==> config.mk <==
export PLATFORM = sky130hd
export DESIGN_NAME = sum_bcd_scan_ctrl
export DESIGN_NICKNAME = d
export VERILOG_FILES = /design/src/rtl/sum_bcd_scan_ctrl_pkg.sv /design/src/rtl/sum_bcd_scan_ctrl_adder.sv /design/src/rtl/sum_bcd_scan_ctrl_seg7_decoder.sv /design/src/rtl/sum_bcd_scan_ctrl.sv
export SDC_FILE = /design/constraint.sdc
export NUM_CORES = 1
export LEC_CHECK = 0
export ABC_CLOCK_PERIOD_IN_PS = 3300
export CAP_MARGIN = 20
export CELL_PAD_IN_SITES_DETAIL_PLACEMENT = 0
export CELL_PAD_IN_SITES_GLOBAL_PLACEMENT = 1
export CORE_ASPECT_RATIO = 1.75
export CORE_MARGIN = 4
export CORE_UTILIZATION = 40
export DETAILED_ROUTE_END_ITERATION = 6
export PLACE_DENSITY_LB_ADDON = 0.1
export SLEW_MARGIN = 30
export SYNTH_ARGS = -nofsm -noshare
export SYNTH_HDL_FRONTEND = slang
export SYNTH_HIERARCHICAL = 1
export SYNTH_SLANG_ARGS = --single-unit
==> constraint.sdc <==
create_clock -name clk -period 3.3 [get_ports clk]
set_clock_uncertainty 0.05 [all_clocks]
set_input_delay 0.495 -clock clk [delete_from_list [all_inputs] [get_ports clk]]
set_output_delay 0.495 -clock clk [all_outputs]
set_load 0.03 [all_outputs]
==> src/rtl/sum_bcd_scan_ctrl_pkg.sv <==
// Shared definitions for the sum-to-BCD scan controller: FSM encoding,
// seven-segment patterns (active-low, index 0 = segment a) and defaults.
package sum_bcd_scan_ctrl_pkg;

    localparam logic [1:0] ST_IDLE   = 2'd0;
    localparam logic [1:0] ST_CONV   = 2'd1;
    localparam logic [1:0] ST_COMMIT = 2'd2;

    localparam int REFRESH_DIV_DEFAULT = 50000;

    localparam logic [0:6] SEG_BLANK = 7'b1111111;
    localparam logic [0:6] SEG_DASH  = 7'b1111110;

    localparam logic [0:6] SEG_LUT [10] = '{
        7'b0000001, 7'b1001111, 7'b0010010, 7'b0000110, 7'b1001100,
        7'b0100100, 7'b0100000, 7'b0001111, 7'b0000000, 7'b0000100
    };

    // Values 10..15 are not valid BCD and show only the g segment.
    function automatic logic [0:6] bcd_to_seg(input logic [3:0] bcd);
        if (bcd < 4'd10) begin
            return SEG_LUT[bcd];
        end
        return SEG_DASH;
    endfunction

endpackage

==> src/rtl/sum_bcd_scan_ctrl_adder.sv <==
// Ripple-carry adder producing an N+1 bit sum from two N-bit operands.
module sum_bcd_scan_ctrl_adder #(
    parameter int N = 5
) (
    input  logic [N-1:0] i_a,
    input  logic [N-1:0] i_b,
    output logic [N:0]   o_sum
);

    logic [N:0] w_carry;

    assign w_carry[0] = 1'b0;

    // One full-adder cell per operand bit.
    for (genvar gi = 0; gi < N; gi++) begin : g_fa
        assign o_sum[gi]     = i_a[gi] ^ i_b[gi] ^ w_carry[gi];
        assign w_carry[gi+1] = (i_a[gi] & i_b[gi]) | (w_carry[gi] & (i_a[gi] ^ i_b[gi]));
    end

    assign o_sum[N] = w_carry[N];

endmodule

==> src/rtl/sum_bcd_scan_ctrl_seg7_decoder.sv <==
// Combinational BCD digit to active-low seven-segment pattern.
module sum_bcd_scan_ctrl_seg7_decoder
    import sum_bcd_scan_ctrl_pkg::*;
(
    input  logic [3:0] i_bcd,
    output logic [0:6] o_seg
);

    // Table lookup; non-BCD codes fall back to the dash pattern.
    always_comb begin
        o_seg = bcd_to_seg(i_bcd);
    end

endmodule

==> src/rtl/sum_bcd_scan_ctrl.sv <==
// Adds two operands, splits the sum into tens/units by repeated
// subtraction of ten, and scans both digits onto one segment bus.
module sum_bcd_scan_ctrl
    import sum_bcd_scan_ctrl_pkg::*;
#(
    parameter int N           = 5,
    parameter int REFRESH_DIV = REFRESH_DIV_DEFAULT,
    parameter int SEGMENTOS   = 7
) (
    input  logic                 clk,
    input  logic                 rst,
    input  logic                 start,
    input  logic [N-1:0]         A,
    input  logic [N-1:0]         B,
    output logic                 busy,
    output logic                 done,
    output logic [3:0]           decenas,
    output logic [3:0]           unidades,
    output logic [0:SEGMENTOS-1] seg,
    output logic [1:0]           an
);

    localparam int EXT_W = 7;
    localparam int CW    = (REFRESH_DIV > 2) ? $clog2(REFRESH_DIV) : 1;
    localparam logic [CW-1:0] CNT_MAX = CW'(REFRESH_DIV - 1);

    logic [1:0]       r_state;
    logic [N:0]       r_rem;
    logic [3:0]       r_tens;
    logic [3:0]       r_units;
    logic [3:0]       r_dec;
    logic [3:0]       r_uni;
    logic             r_busy;
    logic             r_done;
    logic [CW-1:0]    r_cnt;
    logic             r_sel;
    logic [1:0]       r_an;
    logic [0:6]       r_seg;

    logic [N:0]       w_sum;
    logic [EXT_W-1:0] w_rem_ext;
    logic [3:0]       w_dec_next;
    logic [3:0]       w_uni_next;
    logic             w_wrap;
    logic             w_sel_next;
    logic [3:0]       w_digit;
    logic [0:6]       w_seg_dec;

    sum_bcd_scan_ctrl_adder #(.N(N)) u_adder (
        .i_a   (A),
        .i_b   (B),
        .o_sum (w_sum)
    );

    assign w_rem_ext = {{(EXT_W-N-1){1'b0}}, r_rem};

    // Conversion FSM: latch the sum, peel off tens, then commit both digits.
    always_ff @(posedge clk) begin
        if (rst) begin
            r_state <= ST_IDLE;
            r_rem   <= '0;
            r_tens  <= '0;
            r_units <= '0;
            r_dec   <= '0;
            r_uni   <= '0;
            r_busy  <= 1'b0;
            r_done  <= 1'b0;
        end else begin
            r_done <= 1'b0;
            case (r_state)
                ST_IDLE: begin
                    if (start) begin
                        r_rem   <= w_sum;
                        r_tens  <= '0;
                        r_state <= ST_CONV;
                        r_busy  <= 1'b1;
                    end
                end
                ST_CONV: begin
                    if (w_rem_ext >= EXT_W'(10)) begin
                        r_rem  <= r_rem - (N+1)'(10);
                        r_tens <= r_tens + 4'd1;
                    end else begin
                        r_units <= w_rem_ext[3:0];
                        r_state <= ST_COMMIT;
                    end
                end
                ST_COMMIT: begin
                    r_dec   <= r_tens;
                    r_uni   <= r_units;
                    r_done  <= 1'b1;
                    r_busy  <= 1'b0;
                    r_state <= ST_IDLE;
                end
                default: begin
                    r_state <= ST_IDLE;
                    r_busy  <= 1'b0;
                end
            endcase
        end
    end

    // Digit values as they will be after this edge, so the display
    // register picks up a commit on the same edge as decenas/unidades.
    always_comb begin
        w_dec_next = r_dec;
        w_uni_next = r_uni;
        if (r_state == ST_COMMIT) begin
            w_dec_next = r_tens;
            w_uni_next = r_units;
        end
    end

    assign w_wrap     = (r_cnt == CNT_MAX);
    assign w_sel_next = w_wrap ? ~r_sel : r_sel;
    assign w_digit    = w_sel_next ? w_dec_next : w_uni_next;

    sum_bcd_scan_ctrl_seg7_decoder u_dec (
        .i_bcd (w_digit),
        .o_seg (w_seg_dec)
    );

    // Scan counter and display outputs; an and seg load on the same edge.
    always_ff @(posedge clk) begin
        if (rst) begin
            r_cnt <= '0;
            r_sel <= 1'b0;
            r_an  <= 2'b10;
            r_seg <= SEG_LUT[0];
        end else begin
            r_cnt <= w_wrap ? '0 : r_cnt + CW'(1);
            r_sel <= w_sel_next;
            r_an  <= w_sel_next ? 2'b01 : 2'b10;
            if (w_sel_next && (w_dec_next == 4'd0)) begin
                r_seg <= SEG_BLANK;
            end else begin
                r_seg <= w_seg_dec;
            end
        end
    end

    assign busy     = r_busy;
    assign done     = r_done;
    assign decenas  = r_dec;
    assign unidades = r_uni;
    assign seg      = r_seg;
    assign an       = r_an;

endmodule

==> metrics.yaml, run 1 <==
drt:
  initialDrtViolationCount: 77
  avgRoutedWirePerCell_um: 13.98
  ant_nets: 0
  vias_per_cell: 5.114
  drc: 0
  num_vias: 2071
  wl_met2_um: 3348
  highest_layer: "met4"
  wl_met1_um: 2037
  wl_um: 5663
  drt-pass1-iter-count: 4
  met3_length_um: 155
placement:
  io_buffers: 31
  gp_congestion: 0.7416
  place_hpwl_um: 4374
sta:
  finalSetupViolations: 0
  hold_violations: 0
  max_freq_ghz: 0.3545
  worst_slew_pin_slew_ps: 593.7
  post-route-period-util_pct: 85.48
  setup_tns_ps: 0
  rsz0062_at_grt: "no"
  fin_hold_ws_ps: 433.5
  slew_headroom_pct: 60.34
  final_max_slew_viol_count: 0
  layout_min_cycle_time_ps: 2821
pwr:
  powerDensity_mw_per_mm2: 428.6
  leakage_nw: 1.137
  ir_worst_vdd_uv: 334.2
clock_tree:
  cts_htree_levels: 2
  path_clk_slew_ps: 100
  tritoncts: "built"
  numCtsBuffers: 5
  cts_sinks: 51
  root_buffer: "clkbuf_8"
  postCtsSetupBuffers: 0
  ctsHoldBuffers: 0
  worstSkewPairLatency_ps: 300
  clockBufferDepth: 2
  post_cts_resized: 0
die:
  rows: 38
  ios: 32
  die_h_um: 114.1
  die_area_mm2: 0.007829
  start_util_pct: 41.30
  coreArea_mm2: 0.006228
  die_w_um: 68.62
setup_path:
  crit_arrival_ps: 3010
  reg2reg_slack_ps: 480
  worstPathRequired_ps: 3490
  cp_slowest_cell: "dfxtp_1"
  cp_cell_sequence: "ha_1 -> and3_2 -> and4_1 -> xnor2_1 -> buf_4 -> mux4_2 -> inv_1 -> ha_1 -> mux2i_1 -> a22oi_1 -> inv_1 -> o22ai_1"
  critPathMaxFanout: 13
  critPathMaxStageDelay_ps: 410
  endpoint_kind: "flip-flop"
  cp-start-kind: "flip-flop"
  worstSetupPathType: "reg -> reg"
global_routing:
  grt_overflow_total: 0
  grt_pass1_wl_um: 9722
  first_global_vias: 2138
  grt_use_total_pct: 16.26
  antenna_found_initial: 0
  grt_max_degree: 40
logic_synthesis:
  ys_seq_elements: 51
  synthFlopType: "dfxtp_1"
  synth_edf_count: 0
  syn_inst: 299
  netlist_area_mm2: 0.002572
  yosys_warnings: 6
  seq_area_frac_synth_pct: 39.69
  ys_types: 54
  synthArstFlopShare_pct: 0
  syn_nets: 325
  syn-mean-instance-area_um2: 8.604
final_layout:
  area_growth_pct: 18.48
  final_cell_mix: "dfxtp_1, nor2_1, clkdlybuf4s50_1"
  drive_above_1_share_pct: 8.000
  antenna_cells: 0
  final_nets: 350
  final_common_cell: "dfxtp_1"
run_status:
  outcome: "completed"
job:
  drv_cap: 0
hold_path:
  hp-class: "reg -> reg"
## registers in the layout, summed over array words and instances, names as in the netlist
signal    flops
r_cnt        16
decenas       4
busy          1
r_units       4
seg           7
an            2
r_state       2
r_tens        4
unidades      4
r_rem         6
done          1
## layer usage
layer	track usage, %	vias up
li1	-	1062
met1	16.05	963
met2	32.16	35
met3	2.358	11
met4	5.312	0
met5	0	-
## cell usage after synthesis, drive strengths merged, types with 2 or more instances
library cell	count	area share (%)
a21oi	18	3.5
a22oi	2	0.58
and3	2	0.54
buf	9	2.0
clkbuf	9	1.3
dfxtp	51	40
fa	4	3.1
ha	9	4.4
inv	26	3.8
mux2i	7	2.7
mux4	4	3.5
nand2	29	4.2
nand2b	5	1.2
nand3	10	1.9
nand3b	2	0.58
nand4	3	0.97
nor2	33	4.8
nor2b	10	2.4
nor3	3	0.58
nor4	6	1.5
nor4bb	2	0.78
o21ai	13	2.7
o22ai	6	1.5
o31ai	2	0.78
or2	3	0.73
or3	2	0.49
or4	2	0.73
xnor2	10	3.4
xor2	2	0.68
## report_power, final
part / total [mW] / internal, mW / switching, mW
logic: 0.207 / 0.0904 / 0.117
registers: 0.669 / 0.642 / 0.0271
clock network: 0.430 / 0.226 / 0.204
## cells by family (layout without fill, tap and decap cells)
family,Yosys count,after routing,share of synthesized area [%]
simple gates,115,115,22.52
compound gates,53,53,12.89
flops,51,51,39.69
buf+inv,44,70,7.101
fa+ha+maj,13,13,7.490
xor+xnor,12,12,4.086
mux,11,11,6.226
## path summary, 6_finish.rpt
kind,endpoint,start,depth (start not counted)
hold reg to reg,unidades[3]$_SDFF_PP0_,r_units[3]$_SDFFE_PP0P_,2
setup reg to reg,seg[0]$_SDFF_PP0_,r_cnt[0]$_SDFF_PP0_,12
setup / recovery,seg[0]$_SDFF_PP0_,r_cnt[0]$_SDFF_PP0_,12
hold / removal,unidades[3]$_SDFF_PP0_,r_units[3]$_SDFFE_PP0P_,2
## cell type report
type | count | area [µm²]
flip-flops and latches | 51 | 1021
multi-input cells | 204 | 1369
well taps | 80 | 100.1
clock buffers | 5 | 68.82
clock inverters | 3 | 43.79
repair buffers | 36 | 347.8
fillers | 631 | 3181
inverters | 26 | 97.59
## per-stage QoR
step                instances  instance area, µm²  utilization [%]  worst slack, ps  power [mW]
finish                    405                3048            48.94            479.3       1.306
global route              405                3048            48.94            194.7       1.378
CTS                       405                3048            48.94            435.5       1.328
detailed placement        397                2935            47.13            242.3      0.8941
global placement          397                2935            47.13            280.2      0.8931
floorplan                 299                2572                -            799.5      0.8288
## critical path: cells and delay by family (launching register included)
kind | cells | cell delay (ps)
AOI/OAI and AO/OA | 2 | 430
buffers and inverters | 3 | 430
xor gates and xnor gates | 1 | 120
DFF | 1 | 410
muxes | 2 | 490
and+or+nand+nor | 2 | 450
adders and majority gates | 2 | 380
No activity file was read; power rests on OpenSTA's default activity.
==> inputs of run 2 (changes only) <==
--- a/config.mk
+++ b/config.mk
@@ -5,7 +5,7 @@
 export SDC_FILE = /design/constraint.sdc
 export NUM_CORES = 1
 export LEC_CHECK = 0
-export ABC_CLOCK_PERIOD_IN_PS = 3300
+export ABC_CLOCK_PERIOD_IN_PS = 2760
 export CAP_MARGIN = 20
 export CELL_PAD_IN_SITES_DETAIL_PLACEMENT = 0
 export CELL_PAD_IN_SITES_GLOBAL_PLACEMENT = 1
@@ -14,6 +14,7 @@
 export CORE_UTILIZATION = 40
 export DETAILED_ROUTE_END_ITERATION = 6
 export PLACE_DENSITY_LB_ADDON = 0.1
+export SKIP_CTS_REPAIR_TIMING = 1
 export SLEW_MARGIN = 30
 export SYNTH_ARGS = -nofsm -noshare
 export SYNTH_HDL_FRONTEND = slang
==> constraint.sdc (replaced) <==
create_clock -name clk -period 2.76 [get_ports clk]
set_clock_uncertainty 0.05 [all_clocks]
set_input_delay 0.414 -clock clk [delete_from_list [all_inputs] [get_ports clk]]
set_output_delay 0.414 -clock clk [all_outputs]
set_load 0.03 [all_outputs]
==> metrics.yaml, run 2 (synthesis gave the netlist of run 1 again) <==
global_routing:
  grt_overflow_total: 0  # unchanged
  grt_max_degree: 18  # was 40
  grt_pass1_wl_um: 9528  # was 9722 µm
  grt_use_total_pct: 16.26  # unchanged
  antenna_found_initial: 0  # unchanged
  first_global_vias: 2056  # was 2138
sta:
  worst_slack_ps: 194.3  # was 479.3 ps
  hold_violations: 0  # unchanged
  finalSetupViolations: 0  # unchanged
  layout_min_cycle_time_ps: 2566
  worst_slew_pin_slew_ps: 625.0  # was 593.7 ps
  fin_hold_ws_ps: 416.6  # was 433.5 ps
  max_freq_ghz: 0.3898
  post-route-period-util_pct: 92.96
  final_max_slew_viol_count: 0  # unchanged
  slew_headroom_pct: 58.25  # was 60.34%
die:
  rows: 38  # unchanged
  start_util_pct: 41.30  # unchanged
  coreArea_mm2: 0.006228  # unchanged
  die_area_mm2: 0.007829  # unchanged
  die_h_um: 114.1  # unchanged
  die_w_um: 68.62  # unchanged
  ios: 32  # unchanged
setup_path:
  reg2regPathDepth: 9  # was 12
  critPathMaxFanout: 1  # was 13
  crit_arrival_ps: 2740  # was 3010 ps
  worstSetupPathType: "in -> reg"  # was reg -> reg
  endpoint_kind: "flip-flop"  # unchanged
  cp-start-kind: "primary input"  # was flip-flop
  worstPathRequired_ps: 2940  # was 3490 ps
run_status:
  outcome: "completed"  # unchanged
clock_tree:
  clockBufferDepth: 2  # unchanged
  worstSkewPairLatency_ps: 310  # was 300 ps
  path_clk_slew_ps: 100  # about the same
  cts_sinks: 51  # unchanged
  tritoncts: "built"  # unchanged
  numCtsBuffers: 5  # unchanged
  cts_htree_levels: 2  # unchanged
  root_buffer: "clkbuf_8"  # unchanged
drt:
  drc: 0  # unchanged
  avgRoutedWirePerCell_um: 13.92  # was 13.98 µm
  vias_per_cell: 5.159  # was 5.114
  ant_nets: 0  # unchanged
  num_vias: 2141  # was 2071
  wl_um: 5777  # was 5663 µm
  initialDrtViolationCount: 74  # was 77
  drt-pass1-iter-count: 4  # unchanged
placement:
  dp.cells: 407  # was 397
  io_buffers: 31  # unchanged
  dp_slack_ps: -220.3  # was 242.3 ps
  place_hpwl_um: 4498  # was 4374 µm
  gp_congestion: 0.7606  # was 0.7416
final_layout:
  top_register: "r_cnt"  # unchanged
  final_util_pct: 50.20  # was 48.94%
  antenna_cells: 0  # unchanged
  area_growth_pct: 21.55  # was 18.48%
  stdcell_count: 415  # was 405
  final_cell_mix: "dfxtp_1, nor2_1, clkdlybuf4s50_1"  # unchanged
  final_nets: 360  # was 350
  largest_reg_flops: 16  # unchanged
  drive_above_1_share_pct: 11.64  # was 8.000%
  final_common_cell: "dfxtp_1"  # unchanged
hold_path:
  hp-class: "reg -> reg"  # unchanged
  hold_depth: 2  # unchanged
job:
  drv_cap: 0  # unchanged
pwr:
  ir_worst_vdd_uv: 337.3  # was 334.2 µV
  power_mw: 1.508  # was 1.306 mW
  leakage_nw: 1.178  # was 1.137 nW
  powerDensity_mw_per_mm2: 482.3  # was 428.6 mW/mm²
run 2: path summary, 6_finish.rpt:
kind                                         startpoint                endpoint  slack [ps]
worst max register to register     r_cnt[12]$_SDFF_PP0_       seg[3]$_SDFF_PP0_         210
worst max-delay path                               A[0]   r_rem[4]$_SDFFE_PP0P_         190
worst min register to register  r_units[0]$_SDFFE_PP0P_  unidades[0]$_SDFF_PP0_         420
worst min-delay path            r_units[0]$_SDFFE_PP0P_  unidades[0]$_SDFF_PP0_         420
run 2: metrics by stage:
step	area, µm²	setup TNS (ps)
floorplan	2572	0
global placement	3010	-201.9
detailed placement	3010	-430.1
CTS	3104	-246.4
global route	3127	-9.132
finish	3127	0
run 2: power by group:
part / switching, mW / total, mW / internal (mW)
Combinational: 0.147 / 0.270 / 0.123
Clock: 0.261 / 0.442 / 0.182
Sequential: 0.0281 / 0.796 / 0.767
run 2: cell type report:
cell class                 instances  area, µm²
fill                             648       3102
clock inverter                     3      25.02
clock buffer                       5      68.82
multi-input combinational        204       1391
timing repair buffer              46      422.9
sequential                        51       1021
tap                               80      100.1
inverter                          26      97.59
run 2: worst max-delay path, cell delays in order:
cell             delay (ps)
clkdlybuf4s50_1         400
ha_1                    200
inv_1                    70
fa_1                    150
inv_1                    50
fa_2                    340
fa_1                    360
inv_1                    70
fa_1                    400
inv_1                    60
a32oi_1                  50
o31ai_1                 190
run 2: per-layer routing:
layer	routed length [µm]	part of all wire, %	vias to the layer above	global-route usage (%)
met5	0	0	-	0
met3	145	2.5	6	2.358
li1	-	-	1081	-
met4	102	1.8	0	5.976
met1	2119	37	1021	17.05
met2	3410	59	33	30.82
==> inputs of run 3 (changes only) <==
--- a/config.mk
+++ b/config.mk
@@ -5,7 +5,6 @@
 export SDC_FILE = /design/constraint.sdc
 export NUM_CORES = 1
 export LEC_CHECK = 0
-export ABC_CLOCK_PERIOD_IN_PS = 2760
 export CAP_MARGIN = 20
 export CELL_PAD_IN_SITES_DETAIL_PLACEMENT = 0
 export CELL_PAD_IN_SITES_GLOBAL_PLACEMENT = 1
==> constraint.sdc (replaced) <==
create_clock -name clk -period 2.4 [get_ports clk]
set_clock_uncertainty 0.05 [all_clocks]
set_input_delay 0.36 -clock clk [delete_from_list [all_inputs] [get_ports clk]]
set_output_delay 0.36 -clock clk [all_outputs]
set_load 0.03 [all_outputs]
==> metrics.yaml, run 3 (synthesis gave the netlist of run 1 again) <==
setup_path:
  critPathMaxStageDelay_ps: 450  # was 400 ps
  reg2reg_slack_ps: -10  # was 210 ps
  cp_slowest_cell: "mux4_2"  # was clkdlybuf4s50_1
  worstSetupPathType: "reg -> reg"  # was in -> reg
  cp_cell_sequence: "ha_4 -> and3_4 -> and4_4 -> xnor2_4 -> mux4_2 -> inv_4 -> ha_4 -> o21ai_2 -> nand2_1 -> inv_1 -> o22ai_1"  # was clkdlybuf4s50_1 -> ha_1 -> inv_1 -> fa_1 -> inv_1 -> fa_2 -> fa_1 -> inv_1 -> fa_1 -> inv_1 -> a32oi_1 -> o31ai_1
  timing.rr.end: "seg[1]$_SDFF_PP0_"  # was seg[3]$_SDFF_PP0_
  r2r-start: "r_cnt[1]$_SDFF_PP0_"  # was r_cnt[12]$_SDFF_PP0_
  crit_top_cell: "ha_4"  # was inv_1
  crit_arrival_ps: 2560  # was 2740 ps
  reg2regPathDepth: 11  # was 9
  endpoint_kind: "flip-flop"  # unchanged
  worstPathRequired_ps: 2540  # was 2940 ps
  cp-start-kind: "flip-flop"  # was primary input
  critPathMaxFanout: 5  # was 1
sta:
  slew_headroom_pct: 64.53  # was 58.25%
  final_max_slew_viol_count: 0  # unchanged
  worst_slew_pin_slew_ps: 531.0  # was 625.0 ps
  hold_violations: 0  # unchanged
  layout_min_cycle_time_ps: 2414
  max_freq_ghz: 0.4142
  post-route-period-util_pct: 100.6
  rsz0062_at_grt: "yes"
  worst_slack_ps: -14.34  # was 194.3 ps
  finalSetupViolations: 3  # was 0
clock_tree:
  numCtsBuffers: 5  # unchanged
  path_clk_slew_ps: 90  # was 100 ps
  clockBufferDepth: 2  # unchanged
  root_buffer: "clkbuf_8"  # unchanged
  cts_sinks: 51  # unchanged
  tritoncts: "built"  # unchanged
  worstSkewPairLatency_ps: 300  # was 310 ps
  cts_htree_levels: 2  # unchanged
final_layout:
  drive_above_1_share_pct: 27.50  # was 11.64%
  stdcell_count: 440  # was 415
  largest_reg_flops: 16  # unchanged
  final_cell_mix: "dfxtp_1, buf_4, nor2_1"  # was dfxtp_1, nor2_1, clkdlybuf4s50_1
  top_register: "r_cnt"  # unchanged
  area_growth_pct: 37.40  # was 21.55%
  antenna_cells: 0  # unchanged
  final_common_cell: "dfxtp_1"  # unchanged
  final_nets: 386  # was 360
  fill_cells: 580  # was 648
global_routing:
  grt_overflow_total: 0  # unchanged
  first_global_vias: 2283  # was 2056
  grt_use_total_pct: 17.55  # was 16.26%
  grt_max_degree: 22  # was 18
  antenna_found_initial: 0  # unchanged
  grt_pass1_wl_um: 10290  # was 9528 µm
drt:
  initialDrtViolationCount: 86  # was 74
  ant_nets: 0  # unchanged
  drt-pass1-iter-count: 4  # unchanged
  avgRoutedWirePerCell_um: 14.71  # was 13.92 µm
  vias_per_cell: 5.180  # was 5.159
  drc: 0  # unchanged
  num_vias: 2279  # was 2141
  wl_um: 6473  # was 5777 µm
die:
  start_util_pct: 41.30  # unchanged
  rows: 38  # unchanged
  die_area_mm2: 0.007829  # unchanged
  die_w_um: 68.62  # unchanged
  ios: 32  # unchanged
  die_h_um: 114.1  # unchanged
  coreArea_mm2: 0.006228  # unchanged
pwr:
  ir_worst_vdd_uv: 375.2  # was 337.3 µV
  power_mw: 1.752  # was 1.508 mW
  powerDensity_mw_per_mm2: 495.7  # was 482.3 mW/mm²
  leakage_nw: 1.363  # was 1.178 nW
placement:
  dp.cells: 428  # was 407
  place_hpwl_um: 4849  # was 4498 µm
  io_buffers: 31  # unchanged
  gp_congestion: 0.8061  # was 0.7606
hold_path:
  hp-class: "in -> reg"  # was reg -> reg
  hold_depth: 4  # was 2
  hp-start: "A[0]"  # was r_units[0]$_SDFFE_PP0P_
  min_to: "r_rem[0]$_SDFFE_PP0P_"  # was unidades[0]$_SDFF_PP0_
job:
  drv_cap: 0  # unchanged
run_status:
  violations: "setup timing"
  outcome: "finished with violations"  # was completed
run 3: cell types whose count changed in the layout (fill, tap and decap cells not counted), sizes merged:
cell / previous run / this run
clkdlybuf4s50: 31 / 27
clkinv: 2 / 1
clkinvlp: 1 / 0
clkbuf: 5 / 8
dlymetal6s2s: 0 / 2
buf: 15 / 40
mux4: 4 / 5
run 3: area by class of cell:
cell class / count / area [µm²] / share of cell area, %
clock buffers: 6 / 82.58 / 2.336
clock inverters: 1 / 5.005 / 0.1416
inverters: 26 / 102.6 / 2.903
multi-input cells: 205 / 1610 / 45.56
flip-flops and latches: 51 / 1025 / 28.99
well taps: 80 / 100.1 / 2.832
repair buffers: 71 / 609.3 / 17.24
run 3: layer usage:
layer	part of all wire, %	global-route usage (%)
met5	0	0
met4	3.1	9.031
met3	2.4	2.849
met2	59	33.82
met1	36	16.46
run 3: metrics by stage:
| stage | area (µm²) | hold slack, ps | utilization, % | setup WS, ps | TNS, ps |
|---|---|---|---|---|---|
| detailed placement | 3176 | 414.3 | 50.98 | -535.3 | -2680 |
| global route | 3535 | 440.2 | 56.75 | -79.65 | -391.7 |
| finish | 3535 | 395.8 | 56.75 | -14.34 | -20.31 |
| floorplan | 2580 | 389.9 | - | 34.51 | 0 |
| global placement | 3176 | 407.4 | 50.98 | -499.5 | -2324 |
| CTS | 3263 | 430.5 | 52.39 | -293.9 | -1980 |
run 3: how the worst max path moves through the flow:
stage                              from                    end  slack (ps)  cells past startpoint
floorplan                          A[0]  r_rem[4]$_SDFFE_PP0P_          30                     11
global placement                   A[0]  r_rem[4]$_SDFFE_PP0P_        -500                     12
detailed placement                 A[0]  r_rem[4]$_SDFFE_PP0P_        -540                     12
CTS                 r_cnt[0]$_SDFF_PP0_      seg[3]$_SDFF_PP0_        -290                     10
global route        r_cnt[4]$_SDFF_PP0_      seg[3]$_SDFF_PP0_         -80                     10
finish              r_cnt[1]$_SDFF_PP0_      seg[1]$_SDFF_PP0_         -10                     11
run 3: power breakdown:
part | internal [mW] | switching (mW) | leakage (nW)
Combinational | 0.156 | 0.180 | 0.901
Sequential | 0.883 | 0.0317 | 0.414
Clock | 0.227 | 0.275 | 0.0470
Total | 1.27 | 0.487 | 1.36
run 3: worst max-delay path: cells and delay by family (launching register included):
family                     cells  cell delay, ps
DFF                            1             360
buffers and inverters          2             200
muxes                          1             450
xor gates and xnor gates       1             150
and+or+nand+nor                3             540
AOI/OAI and AO/OA              2             200
adders and majority gates      2             350
